<file path="config.mk">
export PLATFORM = sky130hd
export DESIGN_NAME = id_operand_stage
export DESIGN_NICKNAME = d
export VERILOG_FILES = /design/src/rtl/id_operand_stage.sv
export SDC_FILE = /design/constraint.sdc
export NUM_CORES = 1
export LEC_CHECK = 0
export BUFFER_PORTS_ARGS = -buffer_cell sky130_fd_sc_hd__buf_2
export CORE_AREA = 4 4 158 160
export CTS_CLUSTER_DIAMETER = 40
export DETAILED_ROUTE_END_ITERATION = 8
export DIE_AREA = 0 0 162 164
export GPL_TIMING_DRIVEN = 0
export HOLD_SLACK_MARGIN = 0.08
export PLACE_DENSITY = 0.67
export SETUP_SLACK_MARGIN = 0.05
export SLEW_MARGIN = 5
export SYNTH_ARGS = -nofsm -noshare
export SYNTH_HDL_FRONTEND = slang
export SYNTH_SLANG_ARGS = --single-unit
export TNS_END_PERCENT = 1
</file>
<file path="constraint.sdc">
create_clock -name clk -period 6.1 [get_ports clk]
set_input_delay 0.915 -clock clk [delete_from_list [all_inputs] [get_ports clk]]
set_output_delay 0.915 -clock clk [all_outputs]
set_load 0.01 [all_outputs]
</file>
<file path="src/rtl/id_operand_stage.sv">
// rtl/id_operand_stage.sv - IF/ID register, instruction hold, operand bypass and load-use interlock
module id_operand_stage #(
  parameter int DATA_W  = 32,
  parameter int PC_W    = 32,
  parameter int NUM_FWD = 2,
  parameter int STALL_W = 6,
  parameter int CNT_W   = 16
) (
  input  logic                      clk,
  input  logic                      rst,
  input  logic [STALL_W-1:0]        stall,
  input  logic                      flush,
  output logic                      stallreq,
  input  logic                      if_valid,
  input  logic [PC_W-1:0]           if_pc,
  input  logic [31:0]               inst_rdata,
  output logic [4:0]                rf_raddr1,
  output logic [4:0]                rf_raddr2,
  input  logic [DATA_W-1:0]         rf_rdata1,
  input  logic [DATA_W-1:0]         rf_rdata2,
  input  logic                      wb_we,
  input  logic [4:0]                wb_waddr,
  input  logic [DATA_W-1:0]         wb_wdata,
  input  logic [NUM_FWD-1:0]        fwd_we,
  input  logic [NUM_FWD*5-1:0]      fwd_waddr,
  input  logic [NUM_FWD*DATA_W-1:0] fwd_wdata,
  input  logic [NUM_FWD-1:0]        fwd_is_load,
  output logic                      id_valid,
  output logic [PC_W-1:0]           id_pc,
  output logic [31:0]               id_inst,
  output logic [DATA_W-1:0]         src1_data,
  output logic [DATA_W-1:0]         src2_data,
  input  logic                      stat_clr,
  output logic [CNT_W-1:0]          stall_cnt
);

  logic              valid_q, valid_d;
  logic [PC_W-1:0]   pc_q, pc_d;
  logic              hold_q, hold_d;
  logic [31:0]       buf_q, buf_d;
  logic [CNT_W-1:0]  cnt_q, cnt_d;

  logic [4:0]        rs, rt;
  logic [5:0]        opcode;
  logic              rs_used, rt_used;
  logic              ld1, ld2;
  logic              unused_stall;

  // Only the ID-hold and EX-hold bits matter to this stage.
  assign unused_stall = ^{stall[0], stall[STALL_W-1:3]};

  // Stage register next state: flush, then bubble, then advance, else freeze.
  always_comb begin
    valid_d = valid_q;
    pc_d    = pc_q;
    hold_d  = hold_q;
    buf_d   = buf_q;
    if (flush || (stall[1] && !stall[2])) begin
      valid_d = 1'b0;
      pc_d    = '0;
      hold_d  = 1'b0;
    end else if (!stall[1]) begin
      valid_d = if_valid;
      pc_d    = if_pc;
      hold_d  = 1'b0;
    end else if (!hold_q) begin
      // The SRAM word is only valid for one cycle; capture it on the first frozen cycle.
      buf_d  = inst_rdata;
      hold_d = 1'b1;
    end
  end

  // Saturating interlock counter; clear wins over increment.
  always_comb begin
    cnt_d = cnt_q;
    if (stat_clr)
      cnt_d = '0;
    else if (stallreq && (cnt_q != {CNT_W{1'b1}}))
      cnt_d = cnt_q + 1'b1;
  end

  // State registers with asynchronous active-low reset.
  always_ff @(posedge clk or negedge rst) begin
    if (!rst) begin
      valid_q <= 1'b0;
      pc_q    <= '0;
      hold_q  <= 1'b0;
      buf_q   <= '0;
      cnt_q   <= '0;
    end else begin
      valid_q <= valid_d;
      pc_q    <= pc_d;
      hold_q  <= hold_d;
      buf_q   <= buf_d;
      cnt_q   <= cnt_d;
    end
  end

  assign id_valid  = valid_q;
  assign id_pc     = pc_q;
  assign id_inst   = !valid_q ? 32'd0 : (hold_q ? buf_q : inst_rdata);
  assign stall_cnt = cnt_q;

  assign opcode    = id_inst[31:26];
  assign rs        = id_inst[25:21];
  assign rt        = id_inst[20:16];
  assign rf_raddr1 = rs;
  assign rf_raddr2 = rt;

  // Decode which register fields the instruction actually reads.
  always_comb begin
    rs_used = !((opcode == 6'b000010) || (opcode == 6'b000011) || (opcode == 6'b001111));
    rt_used = (opcode == 6'b000000) || (opcode == 6'b000100) ||
              (opcode == 6'b000101) || (opcode[5:3] == 3'b101);
  end

  // Operand bypass: scanning sources oldest-first lets the youngest match overwrite.
  always_comb begin
    src1_data = rf_rdata1;
    src2_data = rf_rdata2;
    ld1       = 1'b0;
    ld2       = 1'b0;
    if (wb_we && (wb_waddr == rs)) src1_data = wb_wdata;
    if (wb_we && (wb_waddr == rt)) src2_data = wb_wdata;
    for (int i = NUM_FWD - 1; i >= 0; i--) begin
      if (fwd_we[i] && (fwd_waddr[5*i +: 5] == rs)) begin
        src1_data = fwd_wdata[DATA_W*i +: DATA_W];
        ld1       = fwd_is_load[i];
      end
      if (fwd_we[i] && (fwd_waddr[5*i +: 5] == rt)) begin
        src2_data = fwd_wdata[DATA_W*i +: DATA_W];
        ld2       = fwd_is_load[i];
      end
    end
    if (rs == 5'd0) begin
      src1_data = '0;
      ld1       = 1'b0;
    end
    if (rt == 5'd0) begin
      src2_data = '0;
      ld2       = 1'b0;
    end
  end

  // Interlock when a used operand depends on a load that has not returned yet.
  assign stallreq = valid_q && ((rs_used && ld1) || (rt_used && ld2));

endmodule

</file>
== Word level (Yosys, flattened, before mapping) ==
Cells that the tools add are included.

* Add/subtract/negate cells: 1
* Equality and inequality tests: 14
* Mux-type cells: 24
* Bitwise gates (word level): 1
* Reduce and logical (&&, ||, !) cells: 25

{| class="wikitable"
|+ Operator list
! kind !! count
|-
| 2-to-1 mux 32 bit || 12
|-
| 2-to-1 mux 16 bit || 2
|-
| equality test 5 bit || 6
|-
| adder 16 x 1 -> 16 bit (second input constant) || 1
|-
| inequality test 16 bit (second input constant) || 1
|-
| equality test 6 x 2 -> 1 bit (second input constant) || 2
|-
| equality test 6 x 3 -> 1 bit (second input constant) || 2
|-
| logical AND 1 bit || 11
|-
| zero test 5 bit || 2
|-
| 2-to-1 mux 1 bit || 10
|-
| logical OR 1 bit || 7
|-
| equality test 6 x 4 -> 1 bit (second input constant) || 1
|-
| zero test 6 bit || 1
|-
| equality test 3 bit (second input constant) || 1
|-
| zero test 1 bit || 2
|-
| inequality test 2 x 1 -> 1 bit (second input constant) || 1
|-
| AND reduction 2 bit || 1
|-
| nonzero test 2 bit || 1
|-
| NOT 1 bit || 1
|}

* Register bits: 82
* Output and inout port bits: 156
* Word-level logic and storage cells: 70

== Depth between registers and ports, before layout ==
* Depth after elaboration: 13
* Depth in mapped cells: 12
* Gate-level depth less buffers: 9

== Worst setup path after synthesis ==
OpenSTA, ideal clock, no wires.

* Path kind: input to output
* Start point: input port inst_rdata[25]
* End point: output port src1_data[10]
* Arrival: 2964 ps
* Path slack: 2221 ps
* Stages on the path: 10
* Path buffers: 2
* Path through: mux2_1 > nand2_1 > xnor2_1 > nor4_1 > and3_1 > clkbuf_1 > clkbuf_1 > mux2_2 > o211ai_1 > a21oi_1

* Cells in the longest elaborated chain, start to end: 8

{| class="wikitable"
|+ Ends and longest elaborated chain
! element !! RTL line !! text
|-
| from (decl) || 16 || <nowiki>input logic [31:0] inst_rdata,</nowiki>
|-
| 2-to-1 mux 32 bit * || -- ||
|-
| 2-to-1 mux 32 bit * || 101 || <nowiki>assign id_inst = !valid_q ? 32'd0 : (hold_q ? buf_q : inst_rdata);</nowiki>
|-
| equality test 5 bit || 123 || <nowiki>if (wb_we && (wb_waddr == rs)) src1_data = wb_wdata;</nowiki>
|-
| logical AND 1 bit || 123 ||
|-
| 2-to-1 mux 32 bit || 123 ||
|-
| 2-to-1 mux 32 bit (2 in a row) || 126 || <nowiki>if (fwd_we[i] && (fwd_waddr[5*i +: 5] == rs)) begin</nowiki>
|-
| 2-to-1 mux 32 bit * || 135 || <nowiki>if (rs == 5'd0) begin</nowiki>
|-
| to (decl) || 31 || <nowiki>output logic [DATA_W-1:0] src1_data,</nowiki>
|}

Every way passes the cells marked *; elsewhere a longest branch is shown, timed or not.

== Worst setup path after layout ==
* Start point: register valid_q (netlist: id_valid)
* End point: output port src2_data[9]

* Cells in the longest elaborated chain, start to end: 7

{| class="wikitable"
|+ Ends and longest elaborated chain
! element !! RTL line !! text
|-
| from (decl) || 37 || <nowiki>logic valid_q, valid_d;</nowiki>
|-
| from (signal assigned) || 91 || <nowiki>valid_q <= valid_d;</nowiki>
|-
| 2-to-1 mux 32 bit * || 101 ||
|-
| equality test 5 bit || 124 || <nowiki>if (wb_we && (wb_waddr == rt)) src2_data = wb_wdata;</nowiki>
|-
| logical AND 1 bit || 124 ||
|-
| 2-to-1 mux 32 bit || 124 ||
|-
| 2-to-1 mux 32 bit (2 in a row) || 130 || <nowiki>if (fwd_we[i] && (fwd_waddr[5*i +: 5] == rt)) begin</nowiki>
|-
| 2-to-1 mux 32 bit * || 139 || <nowiki>if (rt == 5'd0) begin</nowiki>
|-
| to (decl) || 32 || <nowiki>output logic [DATA_W-1:0] src2_data,</nowiki>
|}

Marks and branches as above.

==> impl_metrics.json <==
{
  "layout.nets": 1479,
  "synthDistinctLibCells": 56,
  "post-cts-setup-buffers": 0,
  "synth_top_area_share_pct": 29.5,
  "numCtsBuffers": 9,
  "globalplace.congestion": 0.964,
  "maxCapViolations": 0,
  "p_per_area_nw_per_um2": 171,
  "clock_path_buffers": 2,
  "hpwl_um": 26000,
  "core_sq_um": 23400,
  "fin_cells": 1549,
  "portBuffers": 405,
  "ys_top_cells_by_area": "dfrtp_1 30%, mux2_2 11%, mux2i_1 8.4%",
  "die_h_um": 164,
  "arrival_ns": 3.96,
  "synth_common_cells": "82 x dfrtp_1, 79 x a21oi_1, 75 x nand2_1",
  "synth_most_common_cell": "dfrtp_1",
  "period_share_pct": 79.8,
  "ctsHtreeMaxLevel": 3,
  "drive_gt1_share_pct": 43.5,
  "syn_area_sq_um": 6940,
  "dp.cells": 1531,
  "grt_overflow": 0,
  "tritoncts": "yes",
  "synth_edf_count": 0,
  "antenna_found_initial": 5,
  "cts.sinks": 82,
  "avgRoutedWirePerCell_um": 20.6,
  "clock.fmax_mhz": 205,
  "timing.final.crit_period_ns": 4.87,
  "outcome": "finished clean",
  "synth_flop_cell": "dfrtp_1",
  "drc_errors": 0,
  "final_util_pct": 41.6,
  "wirelength_um": 31900,
  "clock_skew_ns": 0.00966,
  "root_buffer": "clkbuf_16",
  "final-setup-viol-count": 0,
  "finalMaxSlewViolations": 0,
  "p_leak_nw": 4.49,
  "cp_max_fo": 10,
  "syn_to_final_growth_pct": 40.1,
  "grt_pass1_wl_um": 47000,
  "holdCritPathClass": "primary input to async pin",
  "initial_core_util_pct": 29.7,
  "synthArstFlopShare_pct": 100,
  "die_x_um": 162,
  "yosys_register_bits": 82,
  "dr.first_iter.drc_count": 578,
  "synthCells": 804,
  "criticalPathCategory": "register to output port",
  "cts_resized": 0,
  "start_kind": "register",
  "route.vias.total": 8209,
  "syn_avg_cell_area_sq_um": 8.64,
  "ant_nets": 0,
  "gr-usage-all-layers_pct": 22.5,
  "clock_latency_ns": 0.33,
  "rsz0062_at_grt": "false",
  "whs_ns": 0.451,
  "drt-vias-per-instance": 5.30,
  "dieArea_sq_um": 26600,
  "tns_ns": 0,
  "drt_pass1_iterations": 5,
  "slew_headroom_pct": 14.9,
  "rows": 56,
  "crit_required_ns": 5.18,
  "tightest_slew_ns": 1.27,
  "clk_pin_slew_ns": 0.07,
  "ios": 411,
  "synth_top_area_cell": "dfrtp_1",
  "yosysSeqAreaShare_pct": 29.5,
  "cts_hold_buf": 0,
  "ys_warn_count": 0,
  "end_kind": "output port",
  "hold_viol_final": 0,
  "grt_max_degree": 66,
  "grt_pass1_vias": 8240,
  "ir_drop_mv": 0.140,
  "syn_nets": 1060
}
[cells by family after synthesis]
logic type      share of synthesized area (%)
flops                                    29.5
xor+xnor                                 2.40
mux                                      21.0
simple gates                             15.9
compound gates                           24.2
fa+ha+maj                               0.180
buf+inv                                  6.76
[routing by layer]
layer	track usage [%]	wire [um]
met1	27.5	12800
met2	39.2	15600
met3	5.75	2700
met4	6.84	781
met5	0	18
[power by group]
group          internal, mW  total [mW]  leakage (nW)  switching (mW)
clock network         0.287       0.533         0.142           0.246
registers             0.598       0.630          1.06          0.0320
logic                 0.227       0.497          3.29           0.270
[state kept, by name, indices dropped and copies added, names as in the netlist]
register and flops:
buf_q 32, id_pc 32, stall_cnt 16, hold_q 1, id_valid 1
[worst paths after layout]
check / startpoint / end / slack [ns] / cells after the start
max in group asynchronous: rst / buf_q[16] / 5.06 / 2
hold reg to reg: id_pc[26] / id_pc[26] / 0.50 / 1
setup / recovery: id_valid / src2_data[9] / 1.23 / 13
hold / removal: rst / id_pc[11] / 0.45 / 1
min in group clk: id_pc[26] / id_pc[26] / 0.50 / 1
setup reg to reg: hold_q / stall_cnt[12] / 2.73 / 10
[area by class of cell]
type / instances / area [sq um]
Clock inverter: 7 / 70.1
Inverter: 21 / 78.8
Buffer: 81 / 390
Clock buffer: 9 / 225
Antenna cell: 2 / 5.00
Sequential cell: 82 / 2050
Tap cell: 319 / 399
Fill cell: 2477 / 13700
Multi-Input combinational cell: 620 / 4440
Timing Repair Buffer: 408 / 2070
[through the flow]
stage          power (mW)  setup WS (ns)  instance area [sq um]
5_1_grt              1.75          0.950                   9730
4_1_cts              1.68           1.24                   9720
2_1_floorplan       0.886           2.22                   6940
3_3_place_gp         1.13          0.347                   9370
6_report             1.66           1.23                   9730
3_5_place_dp         1.14           1.31                   9430
[worst max-delay path, cell delays in order, from the launching register on]
cell      delay (ns)
dfrtp_1         0.39
buf_4           0.19
inv_1           0.14
buf_2           0.21
buf_2           0.26
nor3_1          0.08
nand4b_1        0.20
nor4_2          0.80
buf_2           0.45
mux2i_1         0.13
o21ai_0         0.09
o311ai_0        0.17
a21oi_1         0.31
buf_2           0.19
[cell usage in the layout (no fill, tap or decap), drive strengths merged, types with 4 or more instances in the layout]
| cell type | synthesis | routed |
|---|---|---|
| inv | 21 | 25 |
| nor4 | 8 | 8 |
| nor3 | 9 | 9 |
| mux2 | 72 | 72 |
| a41o | 4 | 4 |
| o311ai | 32 | 32 |
| a22o | 33 | 33 |
| xor2 | 5 | 5 |
| o211ai | 33 | 33 |
| o21ai | 47 | 47 |
| nor2 | 35 | 35 |
| clkbuf | 50 | 59 |
| a21oi | 79 | 79 |
| mux2i | 61 | 61 |
| xnor2 | 14 | 14 |
| buf | 31 | 439 |
| or2b | 6 | 6 |
| nand2 | 76 | 76 |
| or4 | 6 | 6 |
| dfrtp | 82 | 82 |
| nand2b | 31 | 31 |
| o2111ai | 6 | 6 |
| nand3 | 15 | 15 |
| nand4b | 4 | 4 |
| o31ai | 4 | 4 |
| and3 | 8 | 8 |
| or3 | 7 | 7 |
No activity file was read; power rests on OpenSTA's default activity.
